===== config.mk =====
export PLATFORM = sky130hd
export DESIGN_NAME = imem_access_ctrl_flat
export DESIGN_NICKNAME = d
export VERILOG_FILES = /design/src/rtl/imem_pkg.sv /design/src/rtl/imem_access_ctrl_if.sv /design/src/rtl/imem_arb2.sv /design/src/rtl/imem_access_ctrl.sv /design/src/flat_wrapper.sv
export SDC_FILE = /design/constraint.sdc
export NUM_CORES = 1
export LEC_CHECK = 0
export BUFFER_PORTS_ARGS = -buffer_cell sky130_fd_sc_hd__clkbuf_2
export CORE_ASPECT_RATIO = 0.75
export CORE_MARGIN = 5
export CORE_UTILIZATION = 40
export DETAILED_ROUTE_END_ITERATION = 6
export PLACE_DENSITY = 0.86
export SLEW_MARGIN = 0
export SYNTH_ARGS = -nofsm -noshare
export SYNTH_HDL_FRONTEND = slang
export SYNTH_SLANG_ARGS = --single-unit
export TNS_END_PERCENT = 10

===== constraint.sdc =====
create_clock -name clk -period 3.5 [get_ports clk]
set_input_delay 0.35 -clock clk [delete_from_list [all_inputs] [get_ports clk]]
set_output_delay 0.35 -clock clk [all_outputs]
set_load 0.01 [all_outputs]

===== src/rtl/imem_pkg.sv =====
// Shared constants, phase encoding and address check for the instruction-memory controller.
// Pure declarations: no latency and no backpressure of its own.
package imem_pkg;

  localparam int DEPTH  = 64;
  localparam int AW     = $clog2(DEPTH);
  localparam int DATA_W = 32;

  typedef enum logic {
    BOOT = 1'b0,
    RUN  = 1'b1
  } phase_t;

  // A byte address is usable only if it is word aligned and lands inside the array.
  function automatic logic addr_ok(input logic [DATA_W-1:0] addr);
    return (addr[1:0] == 2'b00) && (addr[DATA_W-1:AW+2] == '0);
  endfunction

endpackage


===== src/rtl/imem_access_ctrl_if.sv =====
// Fetch, loader and memory-array signals of the instruction-memory controller.
// The slave modport is the controller's view; master is the requester/memory side.
interface imem_access_ctrl_if;
  import imem_pkg::*;

  logic              f_req;
  logic [DATA_W-1:0] f_addr;
  logic              f_gnt;
  logic              f_valid;
  logic              f_err;
  logic [DATA_W-1:0] f_rdata;

  logic              l_req;
  logic              l_we;
  logic [DATA_W-1:0] l_addr;
  logic [DATA_W-1:0] l_wdata;
  logic              l_done;
  logic              l_gnt;
  logic              l_valid;
  logic              l_err;
  logic [DATA_W-1:0] l_rdata;

  logic [AW-1:0]     mem_addr;
  logic              mem_we;
  logic [DATA_W-1:0] mem_wdata;
  logic [DATA_W-1:0] mem_rdata;

  modport slave (
    input  f_req, f_addr, l_req, l_we, l_addr, l_wdata, l_done, mem_rdata,
    output f_gnt, f_valid, f_err, f_rdata, l_gnt, l_valid, l_err, l_rdata,
           mem_addr, mem_we, mem_wdata
  );

  modport master (
    output f_req, f_addr, l_req, l_we, l_addr, l_wdata, l_done, mem_rdata,
    input  f_gnt, f_valid, f_err, f_rdata, l_gnt, l_valid, l_err, l_rdata,
           mem_addr, mem_we, mem_wdata
  );

endinterface


===== src/rtl/imem_arb2.sv =====
// Two-way grant logic for the single memory port with a bounded fetch burst counter.
// Grants are combinational in the request cycle; the losing requester stalls by holding req.
module imem_arb2
  import imem_pkg::*;
#(
  parameter int FETCH_BURST = 4
) (
  input  logic clk,
  input  logic rst,
  input  logic run,
  input  logic f_req,
  input  logic l_req,
  output logic f_gnt,
  output logic l_gnt
);

  localparam logic [3:0] BURST_MAX = 4'(FETCH_BURST);

  logic [3:0] burst_cnt;

  always_comb begin
    f_gnt = 1'b0;
    l_gnt = 1'b0;
    if (!rst) begin
      if (!run) begin
        l_gnt = l_req;
      end else if (f_req && (!l_req || (burst_cnt < BURST_MAX))) begin
        f_gnt = 1'b1;
      end else begin
        l_gnt = l_req;
      end
    end
  end

  // Counts fetch grants that the waiting loader has had to sit through.
  always_ff @(posedge clk) begin
    if (rst) begin
      burst_cnt <= 4'd0;
    end else if (!l_req || l_gnt) begin
      burst_cnt <= 4'd0;
    end else if (f_gnt && (burst_cnt < BURST_MAX)) begin
      burst_cnt <= burst_cnt + 4'd1;
    end
  end

endmodule


===== src/rtl/imem_access_ctrl.sv =====
// Shares one instruction-memory port between fetch and loader across BOOT/RUN; IMEM_ACCESS_STATS_EN adds grant counters.
// Grant and memory drive in the request cycle, response one cycle later; a losing requester stalls by holding req.
module imem_access_ctrl
  import imem_pkg::*;
#(
  parameter int FETCH_BURST = 4
) (
  input  logic                clk,
  input  logic                rst,
  imem_access_ctrl_if.slave   bus,
  output logic                running
`ifdef IMEM_ACCESS_STATS_EN
  ,
  output logic [15:0]         stat_fgnt,
  output logic [15:0]         stat_lgnt,
  output logic [15:0]         stat_conflict
`endif
);

  phase_t            state;
  logic              run_q;
  logic              f_gnt;
  logic              l_gnt;
  logic              f_ok;
  logic              l_ok;
  logic [AW-1:0]     addr_q;
  logic [AW-1:0]     addr_nxt;
  logic [DATA_W-1:0] wdata_q;
  logic [DATA_W-1:0] wdata_nxt;
  logic              f_vld_q;
  logic              f_err_q;
  logic              l_vld_q;
  logic              l_err_q;
  logic              l_rd_q;
  logic              f_valid;
  logic              l_valid;

  assign f_ok = addr_ok(bus.f_addr);
  assign l_ok = addr_ok(bus.l_addr);

  imem_arb2 #(
    .FETCH_BURST (FETCH_BURST)
  ) u_arb (
    .clk   (clk),
    .rst   (rst),
    .run   (state == RUN),
    .f_req (bus.f_req),
    .l_req (bus.l_req),
    .f_gnt (f_gnt),
    .l_gnt (l_gnt)
  );

  always_ff @(posedge clk) begin
    if (rst) begin
      state <= BOOT;
      run_q <= 1'b0;
    end else begin
      case (state)
        BOOT: begin
          if (bus.l_done) begin
            state <= RUN;
            run_q <= 1'b1;
          end
        end
        RUN:     run_q <= 1'b1;
        default: begin
          state <= BOOT;
          run_q <= 1'b0;
        end
      endcase
    end
  end

  // The port keeps its last address/data when idle so the array sees no spurious toggles.
  always_comb begin
    addr_nxt  = addr_q;
    wdata_nxt = wdata_q;
    if (f_gnt) begin
      addr_nxt = bus.f_addr[AW+1:2];
    end else if (l_gnt) begin
      addr_nxt  = bus.l_addr[AW+1:2];
      wdata_nxt = bus.l_wdata;
    end
  end

  always_ff @(posedge clk) begin
    if (rst) begin
      addr_q  <= '0;
      wdata_q <= '0;
      f_vld_q <= 1'b0;
      f_err_q <= 1'b0;
      l_vld_q <= 1'b0;
      l_err_q <= 1'b0;
      l_rd_q  <= 1'b0;
    end else begin
      addr_q  <= addr_nxt;
      wdata_q <= wdata_nxt;
      f_vld_q <= f_gnt;
      f_err_q <= f_gnt & ~f_ok;
      l_vld_q <= l_gnt;
      l_err_q <= l_gnt & ~l_ok;
      l_rd_q  <= l_gnt & ~bus.l_we & l_ok;
    end
  end

  // Responses are masked while rst is high so a grant just before reset never completes.
  assign f_valid       = f_vld_q & ~rst;
  assign l_valid       = l_vld_q & ~rst;
  assign running       = run_q & ~rst;

  assign bus.f_gnt     = f_gnt;
  assign bus.l_gnt     = l_gnt;
  assign bus.f_valid   = f_valid;
  assign bus.f_err     = f_err_q & ~rst;
  assign bus.f_rdata   = (f_valid && !f_err_q) ? bus.mem_rdata : '0;
  assign bus.l_valid   = l_valid;
  assign bus.l_err     = l_err_q & ~rst;
  assign bus.l_rdata   = (l_valid && l_rd_q) ? bus.mem_rdata : '0;

  assign bus.mem_addr  = rst ? '0 : addr_nxt;
  assign bus.mem_wdata = rst ? '0 : wdata_nxt;
  assign bus.mem_we    = l_gnt & bus.l_we & l_ok;

`ifdef IMEM_ACCESS_STATS_EN
  always_ff @(posedge clk) begin
    if (rst) begin
      stat_fgnt     <= '0;
      stat_lgnt     <= '0;
      stat_conflict <= '0;
    end else begin
      if (f_gnt && (stat_fgnt != 16'hFFFF)) stat_fgnt <= stat_fgnt + 16'd1;
      if (l_gnt && (stat_lgnt != 16'hFFFF)) stat_lgnt <= stat_lgnt + 16'd1;
      if ((state == RUN) && bus.f_req && bus.l_req && (stat_conflict != 16'hFFFF))
        stat_conflict <= stat_conflict + 16'd1;
    end
  end
`endif

endmodule


===== src/flat_wrapper.sv =====
// flat-port wrapper written by rule: the top's interface ports become plain ports
module imem_access_ctrl_flat import imem_pkg::*;
#(
  parameter int FETCH_BURST = 4
)
  (clk, rst, running, bus_f_req, bus_f_addr, bus_l_req, bus_l_we, bus_l_addr, bus_l_wdata, bus_l_done, bus_mem_rdata, bus_f_gnt, bus_f_valid, bus_f_err, bus_f_rdata, bus_l_gnt, bus_l_valid, bus_l_err, bus_l_rdata, bus_mem_addr, bus_mem_we, bus_mem_wdata);
  imem_access_ctrl_if bus_i ();
  input  logic clk;
  input  logic rst;
  output logic running;
  input wire logic [$bits(bus_i.f_req)-1:0] bus_f_req;
  input wire logic [$bits(bus_i.f_addr)-1:0] bus_f_addr;
  input wire logic [$bits(bus_i.l_req)-1:0] bus_l_req;
  input wire logic [$bits(bus_i.l_we)-1:0] bus_l_we;
  input wire logic [$bits(bus_i.l_addr)-1:0] bus_l_addr;
  input wire logic [$bits(bus_i.l_wdata)-1:0] bus_l_wdata;
  input wire logic [$bits(bus_i.l_done)-1:0] bus_l_done;
  input wire logic [$bits(bus_i.mem_rdata)-1:0] bus_mem_rdata;
  output wire logic [$bits(bus_i.f_gnt)-1:0] bus_f_gnt;
  output wire logic [$bits(bus_i.f_valid)-1:0] bus_f_valid;
  output wire logic [$bits(bus_i.f_err)-1:0] bus_f_err;
  output wire logic [$bits(bus_i.f_rdata)-1:0] bus_f_rdata;
  output wire logic [$bits(bus_i.l_gnt)-1:0] bus_l_gnt;
  output wire logic [$bits(bus_i.l_valid)-1:0] bus_l_valid;
  output wire logic [$bits(bus_i.l_err)-1:0] bus_l_err;
  output wire logic [$bits(bus_i.l_rdata)-1:0] bus_l_rdata;
  output wire logic [$bits(bus_i.mem_addr)-1:0] bus_mem_addr;
  output wire logic [$bits(bus_i.mem_we)-1:0] bus_mem_we;
  output wire logic [$bits(bus_i.mem_wdata)-1:0] bus_mem_wdata;
  assign bus_i.f_req = bus_f_req;
  assign bus_i.f_addr = bus_f_addr;
  assign bus_i.l_req = bus_l_req;
  assign bus_i.l_we = bus_l_we;
  assign bus_i.l_addr = bus_l_addr;
  assign bus_i.l_wdata = bus_l_wdata;
  assign bus_i.l_done = bus_l_done;
  assign bus_i.mem_rdata = bus_mem_rdata;
  assign bus_f_gnt = bus_i.f_gnt;
  assign bus_f_valid = bus_i.f_valid;
  assign bus_f_err = bus_i.f_err;
  assign bus_f_rdata = bus_i.f_rdata;
  assign bus_l_gnt = bus_i.l_gnt;
  assign bus_l_valid = bus_i.l_valid;
  assign bus_l_err = bus_i.l_err;
  assign bus_l_rdata = bus_i.l_rdata;
  assign bus_mem_addr = bus_i.mem_addr;
  assign bus_mem_we = bus_i.mem_we;
  assign bus_mem_wdata = bus_i.mem_wdata;
  imem_access_ctrl #(.FETCH_BURST(FETCH_BURST)) u_core (.clk(clk), .rst(rst), .bus(bus_i), .running(running));
endmodule

==> summary.txt, run 1 <==
Setup path
  – CP Launch Type: flop
  – Critical R2R Capture: u_core.wdata_q[28]
  – CP Capture Type: output pin
  – Worst Setup Path Type: flop to output pin
  – R2R cell count: 4
  – Data required, critical path: 3150 ps
  – Setup slack, reg-to-reg: 1330 ps
  – R2r startpoint: u_core.u_arb.burst_cnt[3]
  – CP Max Fanout: 29
  – CP arrival: 2500 ps

Global route
  – Largest net degree at the start of global routing: 47
  – Vias in the first global route: 2735
  – GR peak layer: met2
  – Met1 Usage GRT: 25.9%
  – Initial antenna violation count: 3
  – Met2 Use GR: 37.7%
  – GRT overflow: 0
  – First-pass GRT wire length: 13800 um
  – Global-route track usage on met3: 6.03%
  – GR Util All Layers: 21.9%

Clock tree
  – Cts repair resizes: 0
  – Clock Sinks: 49
  – Clock Path Buffers: 2
  – Setup bufs post-CTS: 0
  – Worst-path clk slew: 90 ps
  – TritonCTS buffer count: 5
  – Hold Buf Count CTS: 0
  – Skew-Pair Late Insertion Delay: 310 ps
  – H-tree depth: 2
  – CTS tree: yes
  – Root cell of the clock tree: clkbuf_8

Place
  – Port-buffer cells: 243
  – DP Cell Count: 572
  – GP Congestion: 1.02
  – Dpl hpwl: 8130 um

STA
  – Hold Worst Slack: 240 ps
  – Setup tns final: 0 ps
  – Max Slew Vio Count: 0
  – Max transition margin: 33.6%
  – RSZ-0062 raised after global routing: no
  – Period minus WS final: 2850 ps
  – Fmax: 351 MHz
  – Skew final: 11.7 ps
  – Final Hold Fails: 0
  – # setup viols final: 0
  – Worst Tran Pin Value: 991 ps
  – Final Cycle Share: 81.5%

Synth
  – Post-Synth Simple-Gate Area: 32.5%
  – Largest family of logic cells by synthesized area: simple AND/OR/NAND/NOR gates
  – Netlist cell types: 28
  – YS warnings: 0
  – FF+latch count, synth: 49
  – Synth Area in XOR/XNOR: 0%
  – Complex-gate fraction of the synthesized area: 3.89%
  – Mapped cell area: 0.00261 mm2
  – Syn_area_per_cell: 9.80 um2
  – Post-Syn Instances: 266
  – Sequential fraction of the synthesis area: 37.6%
  – Net Count, Synth: 401
  – Mux cell area share after synthesis: 19.7%
  – Post-Synth Adder-Cell Area: 0.480%

Hold path
  – Hold Crit Depth: 2
  – HP Class: input port to flop
  – Worst hold start: bus_l_we
  – Hold endpoint: u_core.l_rd_q

Floorplanning
  – Die Span Y: 79.9 um
  – Die Wd: 103 um
  – Initial core utilization: 41.3%
  – I/O pin cnt: 244
  – Row cnt: 25
  – Core ar.: 0.00632 mm2
  – Die ar.: 0.00825 mm2

Detailed routing
  – Routed vias: 2771
  – Drt pass-1 iters: 4
  – DRT iter0 DRCs: 113
  – Avg WL per Cell: 16.6 um
  – Drt via density: 4.76
  – Final wirelength: 9650 um
  – DRC: 0
  – Antenna viol nets, final: 0

Finish
  – Share of layout cells above drive strength 1: 58.5%
  – Most frequent cells in the layout: 243 x clkbuf_2, 49 x dfxtp_1, 37 x nor2b_1
  – Final #Nets: 633
  – Most common cell after layout, fill and taps aside: clkbuf_2
  – Layout area overhead: 50.2%
  – Filler-free cell count of the finished design: 582

Power and ir drop
  – Peak supply drop: 294 uV
  – Power density over the cells: 310 mW/mm2
  – Leak: 2.28 nW

Run
  – # Max-Cap Violations: 0

Status
  – Status: complete, no violations
==> synthesized netlist by cell type <==
master | n | area share, %
nand2b_1 | 1 | 0.24
and3_1 | 32 | 7.7
a211oi_1 | 7 | 2.0
nand3_1 | 2 | 0.38
clkbuf_1 | 12 | 1.7
a21oi_1 | 1 | 0.19
and2_1 | 32 | 7.7
conb_1 | 1 | 0.14
o21a_1 | 1 | 0.29
nor2_1 | 5 | 0.72
mux2_2 | 7 | 3.0
o21a_4 | 1 | 0.58
or2_2 | 2 | 0.48
nor4_1 | 14 | 3.4
mux2i_1 | 6 | 2.3
dfxtp_1 | 49 | 38
buf_6 | 7 | 3.0
inv_1 | 4 | 0.58
nand2_2 | 1 | 0.24
nor3_1 | 11 | 2.1
nand4_1 | 2 | 0.48
nor2b_1 | 38 | 9.1
ha_1 | 1 | 0.48
buf_1 | 1 | 0.14
buf_2 | 1 | 0.19
mux2_4 | 25 | 14
o21bai_2 | 1 | 0.43
o21ba_2 | 1 | 0.38
==> where the power goes <==
part	internal (mW)	total (mW)	switching, mW	leakage [nW]
Clock	0.141	0.330	0.189	0.0374
Combinational	0.150	0.276	0.126	1.84
Sequential	0.597	0.607	0.0102	0.405
Total	0.888	1.21	0.325	2.28
==> cells by family after synthesis <==
group	after synthesis
other	1
buffers and inverters	25
AO/OA/AOI/OAI	12
adder cells (fa/ha/maj)	1
multiplexers	38
flip-flops	49
AND/OR/NAND/NOR	140
==> worst max-delay path by stage <==
stage,end,depth (start not counted),from,slack [ps]
3_3_place_gp,bus_mem_wdata[26],6,bus_l_req,860
3_5_place_dp,bus_mem_wdata[29],6,bus_l_req,790
6_report,bus_mem_wdata[28],5,u_core.u_arb.burst_cnt[3],650
5_1_grt,bus_mem_wdata[17],5,u_core.u_arb.burst_cnt[3],530
2_1_floorplan,bus_mem_addr[0],6,bus_l_req,1670
4_1_cts,bus_mem_wdata[29],5,u_core.u_arb.burst_cnt[3],600
==> cell type report <==
cell class / count / area (um2)
sequential: 49 / 981
timing repair buffer: 246 / 1240
fill: 549 / 2400
antenna: 2 / 5.00
multi-input combinational: 192 / 1490
tap: 81 / 101
clock inverter: 2 / 15.0
inverter: 4 / 15.0
clock buffer: 6 / 72.6
==> layer usage <==
metal	wire [um]	share of wire, %
met2	4720	49
met4	230	2.4
met5	7	0.073
met1	3730	39
met3	966	10
==> critical path, cell delays in order (launching register included) <==
cell      delay, ps
dfxtp_1         350
o21a_4          270
o21bai_4        750
buf_4           360
mux2_4          330
clkbuf_2        130
==> registers in the layout (all words and copies together), names as in the netlist <==
| signal | flops |
|---|---|
| u_core.wdata_q | 32 |
| u_core.l_vld_q | 1 |
| u_core.f_vld_q | 1 |
| u_core.state | 1 |
| u_core.run_q | 1 |
| u_core.f_err_q | 1 |
| u_core.l_rd_q | 1 |
| u_core.addr_q | 6 |
| u_core.l_err_q | 1 |
| u_core.u_arb.burst_cnt | 4 |
==> stage by stage <==
step	total power, mW	setup WS (ps)	util [%]	area, um2
floorplan	0.763	1670	-	2610
global placement	0.887	861	60.5	3820
detailed placement	0.897	786	60.5	3820
CTS	1.23	600	61.9	3910
global route	1.27	526	62.0	3920
finish	1.21	647	62.0	3920
Note: power is estimated with default switching activity, not from simulation.
==> run 2, diff against run 1 <==
Settings changed: ABC_AREA set to 1, CORE_UTILIZATION 40 to 36, PLACE_DENSITY 0.86 to 0.81.
Clock period 3.5 ns to 2.8 ns, I/O delays scaled along.
==> summary.txt, run 2 <==
Status
  – Status: complete, no violations

STA
  – Skew final: 5.61 ps (-6.09 ps)
  – Final Cycle Share: 76.6%
  – RSZ-0062 raised after global routing: no
  – Fmax: 466 MHz
  – Max transition margin: 33.2% (-0.46 points)
  – Final Hold Fails: 0 (unchanged)
  – Worst Tran Pin Value: 1000 ps (+9.01 ps)
  – Max Slew Vio Count: 0 (unchanged)
  – Period minus WS final: 2140 ps
  – # setup viols final: 0 (unchanged)
  – Final worst slack: 656 ps (+8.90 ps)
  – Setup tns final: 0 ps (unchanged)

Global route
  – First-pass GRT wire length: 12800 um (-7.1%)
  – Met2 Use GR: 33.8% (-3.9 points)
  – Initial antenna violation count: 1 (-2)
  – Met1 Usage GRT: 20.6% (-5.3 points)
  – GR peak layer: met2
  – GRT overflow: 0 (unchanged)
  – GR Util All Layers: 18.4% (-3.5 points)
  – Vias in the first global route: 2836 (+3.7%)
  – Largest net degree at the start of global routing: 42 (-11%)
  – Global-route track usage on met3: 5.18% (-0.84 points)

Hold path
  – HP Class: input port to flop

Clock tree
  – H-tree depth: 2 (unchanged)
  – Clock Sinks: 49 (unchanged)
  – CTS tree: yes
  – Clock Path Buffers: 2 (unchanged)
  – TritonCTS buffer count: 5 (unchanged)
  – Worst-path clk slew: 90 ps (about the same)
  – Setup bufs post-CTS: 0 (unchanged)
  – Cts repair resizes: 0 (unchanged)
  – Hold Buf Count CTS: 0 (unchanged)
  – Skew-Pair Late Insertion Delay: 300 ps (about the same)
  – Root cell of the clock tree: clkbuf_8

Synth
  – Netlist cell types: 26 (-7.1%)
  – Count leader, synth: nor2_1
  – Mapped cell area: 0.00246 mm2 (-5.6%)
  – Post-synth EDFFs: 0 (unchanged)
  – Syn_area_per_cell: 6.44 um2 (-34%)
  – Post-synth top cells: 105 x nor2_1, 96 x nand2_1, 49 x dfxtp_1
  – Post-synth top area share: 39.9% (+2.2 points)
  – Main synth FF type: dfxtp_1
  – Net Count, Synth: 517 (+29%)
  – Post-Syn Instances: 382 (+44%)
  – Asr flop ratio synth: 0% (unchanged)
  – Largest area contributor in the netlist: dfxtp_1
  – Synth area leaders: dfxtp_1 40%, nor2_1 16%, nand2_1 15%, inv_1 7.3%, o21ai_2 3.2%
  – YS warnings: 0 (unchanged)
  – Sequential fraction of the synthesis area: 39.9% (+2.2 points)
  – FF+latch count, synth: 49 (unchanged)

Floorplanning
  – I/O pin cnt: 244 (unchanged)
  – Die ar.: 0.00861 mm2 (+4.3%)
  – Row cnt: 26 (+4.0%)
  – Core ar.: 0.00673 mm2 (+6.6%)
  – Die Span Y: 81.6 um (+2.1%)
  – Die Wd: 105 um (+2.2%)
  – Initial core utilization: 36.5% (-4.7 points)

Finish
  – Fillers: 682 (+24%)
  – Biggest register: u_core.wdata_q
  – Max FFs per register: 32 (unchanged)
  – Most frequent cells in the layout: 243 x clkbuf_2, 105 x nor2_1, 96 x nand2_1
  – Most common cell after layout, fill and taps aside: clkbuf_2
  – Layout area overhead: 55.9%
  – Share of layout cells above drive strength 1: 43.8% (-15 points)
  – Biggest regs: u_core.wdata_q (32), u_core.addr_q (6), u_core.u_arb.burst_cnt (4)
  – Final #Nets: 751 (+19%)

Detailed routing
  – Final wirelength: 8590 um (-11%)
  – Avg WL per Cell: 12.2 um (-26%)
  – DRC: 0 (unchanged)
  – Routed vias: 3088 (+11%)
  – Antenna viol nets, final: 0 (unchanged)
  – Drt via density: 4.40 (-7.6%)
  – DRT iter0 DRCs: 175 (+55%)
  – Drt pass-1 iters: 4 (unchanged)

Power and ir drop
  – Seq pwr share: 44.8% (-5.2 points)
  – Peak supply drop: 305 uV (+3.6%)
  – Clock power share: 36.4% (+9.2 points)
  – Power density over the cells: 439 mW/mm2 (+42%)
  – Comb power frac: 18.8% (-4.0 points)
  – Net switching power: 437 uW (+34%)
  – Pint: 1.25 mW (+41%)
  – Leak: 2.30 nW (+0.84%)
  – Sw Share: 25.9% (-0.85 points)

Place
  – GP Congestion: 0.862 (-15%)
  – Dpl ws: 739 ps (-47.5 ps)
  – Port-buffer cells: 243 (unchanged)
  – Dpl hpwl: 7260 um (-11%)

Setup path
  – CP Max Fanout: 32 (+10%)
  – CP Capture Type: output pin
  – CP arrival: 1860 ps (-640 ps)
  – Data required, critical path: 2520 ps (-630 ps)
  – CP Launch Type: flop
  – Worst Setup Path Type: flop to output pin
  – Setup slack, reg-to-reg: 1360 ps (+30 ps)

Run
  – # Max-Cap Violations: 0 (unchanged)
==> run 2: cell count changes in the layout (fill, tap and decap cells not counted), sizes merged, moves of 5 or more <==
cell / previous run / this run
nor2: 5 / 109
nand2: 1 / 96
inv: 4 / 51
nor2b: 38 / 0
o21ai: 0 / 34
and3: 32 / 0
mux2: 32 / 0
and2: 32 / 1
nor4: 14 / 0
nor3: 11 / 2
a211oi: 7 / 0
mux2i: 6 / 0
nand3: 2 / 7
==> run 2: worst max-delay path: stages, from the launching register on <==
cell and delay [ps]:
dfxtp_1 320, inv_1 30, nor2_1 160, nand2_1 580, nor2_1 290, clkbuf_2 170
==> run 2: logic make-up (layout without fill, tap and decap cells) <==
group | after synthesis | in the layout | share of synthesized area [%]
DFF | 49 | 49 | 39.9
AOI/OAI and AO/OA | 45 | 45 | 11.6
adders and majority gates | 1 | 1 | 0.508
and+or+nand+nor | 217 | 217 | 35.2
other | 1 | 2 | 0.152
buffers and inverters | 69 | 304 | 12.6
==> run 2: final cells by class <==
class                   count  area (um2)  share of cell area (%)
diodes                      1        2.50                  0.0652
flip-flops and latches     49         981                    25.6
repair buffers            246        1250                    32.6
clock buffers               5        68.8                    1.79
clock inverters             3        68.8                    1.79
well taps                  84         105                    2.74
multi-input cells         264        1170                    30.5
inverters                  50         190                    4.96
==> run 2: stage by stage <==
| step | total power [mW] | area, um2 | hold WS (ps) | util [%] | std cells |
|---|---|---|---|---|---|
| floorplan | 0.930 | 2460 | 352 | - | 382 |
| global placement | 1.08 | 3700 | 450 | 54.9 | 693 |
| detailed placement | 1.09 | 3700 | 461 | 54.9 | 693 |
| CTS | 1.70 | 3830 | 131 | 56.9 | 701 |
| global route | 1.77 | 3840 | 130 | 57.0 | 702 |
| finish | 1.68 | 3840 | 143 | 57.0 | 702 |
==> run 2: path summary, 6_finish.rpt <==
kind | end | startpoint | cells past startpoint
hold reg to reg | u_core.state | u_core.state | 2
setup / recovery | bus_l_rdata[4] | u_core.l_vld_q | 5
setup reg to reg | u_core.wdata_q[16] | u_core.u_arb.burst_cnt[2] | 6
hold / removal | u_core.l_rd_q | bus_l_we | 2
==> run 2: power groups by stage <==
stage	combinational (mW)	sequential [mW]	clock, mW
after floorplan	0.162	0.768	0
final	0.316	0.756	0.613
after CTS	0.318	0.756	0.625
after global placement	0.310	0.770	0
after global routing	0.354	0.760	0.652
after detailed placement	0.316	0.772	0
==> run 2: per-layer routing <==
layer | wire (um) | up-vias
li1 | - | 1618
met1 | 3410 | 1337
met2 | 4380 | 122
met3 | 691 | 11
met4 | 113 | 0
met5 | 0 | -
==> run 3, diff against run 2 <==
Settings changed: ABC_AREA 1 to 0, CORE_UTILIZATION 36 to 34, PLACE_DENSITY 0.81 to 0.78.
Clock period 2.8 ns to 1.7 ns, I/O delays scaled along.
==> summary.txt, run 3 (synthesized netlist as in run 1, its figures left out) <==
Status
  – Status: complete, but fails checks
  – Failing checks: negative setup slack

Setup path
  – CP Launch Type: flop
  – Setup slack, reg-to-reg: 280 ps (-1080 ps)
  – Worst Setup Path Type: flop to output pin
  – Data required, critical path: 1530 ps (-990 ps)
  – Cell mode on critical path: buf_6
  – CP Capture Type: output pin
  – Cell family with most CP delay: compound AO/OA/AOI/OAI gates
  – CP arrival: 1740 ps (-120 ps)
  – CP Cell Sequence: o21a_4 -> o21bai_4 -> buf_6 -> buf_6 -> mux2_4 -> clkbuf_2
  – Crit path buf inv count: 3 (+1)
  – Maximum single-stage delay on the critical path: 340 ps (-240 ps)
  – Slowest stage cell on the critical path: dfxtp_2
  – CP Max Fanout: 6 (-81%)

Power and ir drop
  – Leak: 2.38 nW (+3.2%)
  – Sw Share: 27.0% (+1.1 points)
  – Power, Total: 2.55 mW (+51%)
  – Pint: 1.86 mW (+49%)
  – Seq pwr share: 49.0% (+4.2 points)
  – Power density over the cells: 617 mW/mm2 (+40%)
  – Net switching power: 689 uW (+58%)
  – Comb power frac: 24.5% (+5.7 points)
  – Clock power share: 26.6% (-9.8 points)
  – Peak supply drop: 529 uV (+74%)

Finish
  – Max FFs per register: 32 (unchanged)
  – Biggest register: u_core.wdata_q
  – Share of layout cells above drive strength 1: 61.5% (+18 points)
  – Fillers: 716 (+5.0%)
  – Biggest regs: u_core.wdata_q (32), u_core.addr_q (6), u_core.u_arb.burst_cnt (4)
  – Most common cell after layout, fill and taps aside: clkbuf_2
  – Layout area overhead: 58.5%
  – Final #Nets: 646 (-14%)
  – Final instance area: 0.00413 mm2 (+7.7%)
  – Filler-free cell count of the finished design: 614 (-13%)
  – Post-Route Utilization: 55.9% (-1.1 points)
  – Most frequent cells in the layout: 242 x clkbuf_2, 46 x dfxtp_1, 36 x nor2b_1

Place
  – DP Area: 0.00398 mm2 (+7.6%)
  – Dpl hpwl: 8990 um (+24%)
  – DP Cell Count: 603 (-13%)
  – GP Congestion: 0.963 (+12%)
  – Port-buffer cells: 243 (unchanged)

Global route
  – Vias in the first global route: 2886 (+1.8%)
  – GR Util All Layers: 21.2% (+2.8 points)
  – Initial antenna violation count: 1 (unchanged)
  – Largest net degree at the start of global routing: 33 (-21%)
  – GRT overflow: 0 (unchanged)
  – First-pass GRT wire length: 15900 um (+24%)

STA
  – Final Hold Fails: 0 (unchanged)
  – Period minus WS final: 1910 ps
  – Final worst slack: -212 ps (-868 ps)
  – Skew final: 13.7 ps (+8.11 ps)
  – Fmax: 523 MHz
  – # setup viols final: 39 (+39)
  – RSZ-0062 raised after global routing: yes
  – Setup tns final: -6540 ps (-6540 ps)
  – Final Cycle Share: 112%
  – Max Slew Vio Count: 0 (unchanged)

Clock tree
  – Clock Sinks: 49 (unchanged)
  – CTS tree: yes
  – Skew-Pair Late Insertion Delay: 300 ps (about the same)
  – H-tree depth: 2 (unchanged)
  – Root cell of the clock tree: clkbuf_8
  – TritonCTS buffer count: 5 (unchanged)
  – Clock Path Buffers: 2 (unchanged)
  – Worst-path clk slew: 90 ps (about the same)

Detailed routing
  – Final wirelength: 10700 um (+25%)
  – DRT iter0 DRCs: 125 (-29%)
  – Drt via density: 4.60 (+4.7%)
  – Drt pass-1 iters: 4 (unchanged)
  – DRC: 0 (unchanged)
  – Avg WL per Cell: 17.5 um (+43%)
  – Antenna viol nets, final: 0 (unchanged)
  – Routed vias: 2827 (-8.5%)

Floorplanning
  – Initial core utilization: 35.2% (-1.3 points)
  – I/O pin cnt: 244 (unchanged)
  – Row cnt: 27 (+3.8%)
  – Die Wd: 111 um (+5.4%)
  – Die ar.: 0.00954 mm2 (+11%)
  – Core ar.: 0.00740 mm2 (+9.9%)
  – Die Span Y: 85.8 um (+5.2%)

Hold path
  – HP Class: input port to flop

Run
  – # Max-Cap Violations: 0 (unchanged)
-- run 3: changes by cell type in the layout (fill, tap and decap cells not counted), sizes merged, moves of 31 or more --
| cell | delta |
|---|---|
| o21ai | -34 |
| nor2 | -104 |
| inv | -47 |
| mux2 | +32 |
| and3 | +32 |
| nand2 | -95 |
| and2 | +31 |
| nor2b | +38 |
-- run 3: power groups by stage --
stage	clock network, mW	registers (mW)	logic (mW)
2_1_floorplan	0	1.27	0.305
3_3_place_gp	0	1.27	0.597
3_5_place_dp	0	1.27	0.606
4_1_cts	0.706	1.25	0.637
5_1_grt	0.743	1.26	0.673
6_report	0.677	1.25	0.624
-- run 3: stage by stage --
stage	setup WS (ps)	hold WS, ps
6_report	-212	55.2
5_1_grt	-292	49.3
4_1_cts	-248	46.5
3_5_place_dp	91.7	359
3_3_place_gp	129	356
2_1_floorplan	101	249
-- run 3: final cells by class --
type	instances	area [um2]	area share, %
timing repair buffer	259	1380	33.5
clock inverter	2	15.0	0.363
multi-input combinational	192	1530	37.1
inverter	4	15.0	0.363
antenna	1	2.50	0.0605
sequential	49	985	23.8
clock buffer	6	72.6	1.76
tap	101	126	3.06
-- run 3: final timing paths --
path,startpoint,end,depth (start not counted)
worst max-delay path,u_core.u_arb.burst_cnt[3],bus_mem_wdata[28],6
worst min register to register,u_core.u_arb.burst_cnt[0],u_core.u_arb.burst_cnt[0],1
worst max register to register,u_core.u_arb.burst_cnt[3],u_core.wdata_q[25],4
worst min-delay path,bus_l_we,u_core.l_rd_q,2
-- run 3: layer usage --
layer | part of all wire [%] | GRT usage, %
met5 | 0 | 0
met4 | 0.35 | 3.31
met3 | 6.7 | 4.80
met2 | 51 | 39.3
met1 | 42 | 25.8
-- run 3: timing repair --
item / in CTS / in global routing
endpoints found under the setup margin: 40 / 47
pin swaps: 1 / 1
hold endpoints to repair: 0 / 0
gates cloned: 1 / 0
hold buffers: 0 / 0
setup buffers: 4 / 0
gates resized for setup: 16 / 6
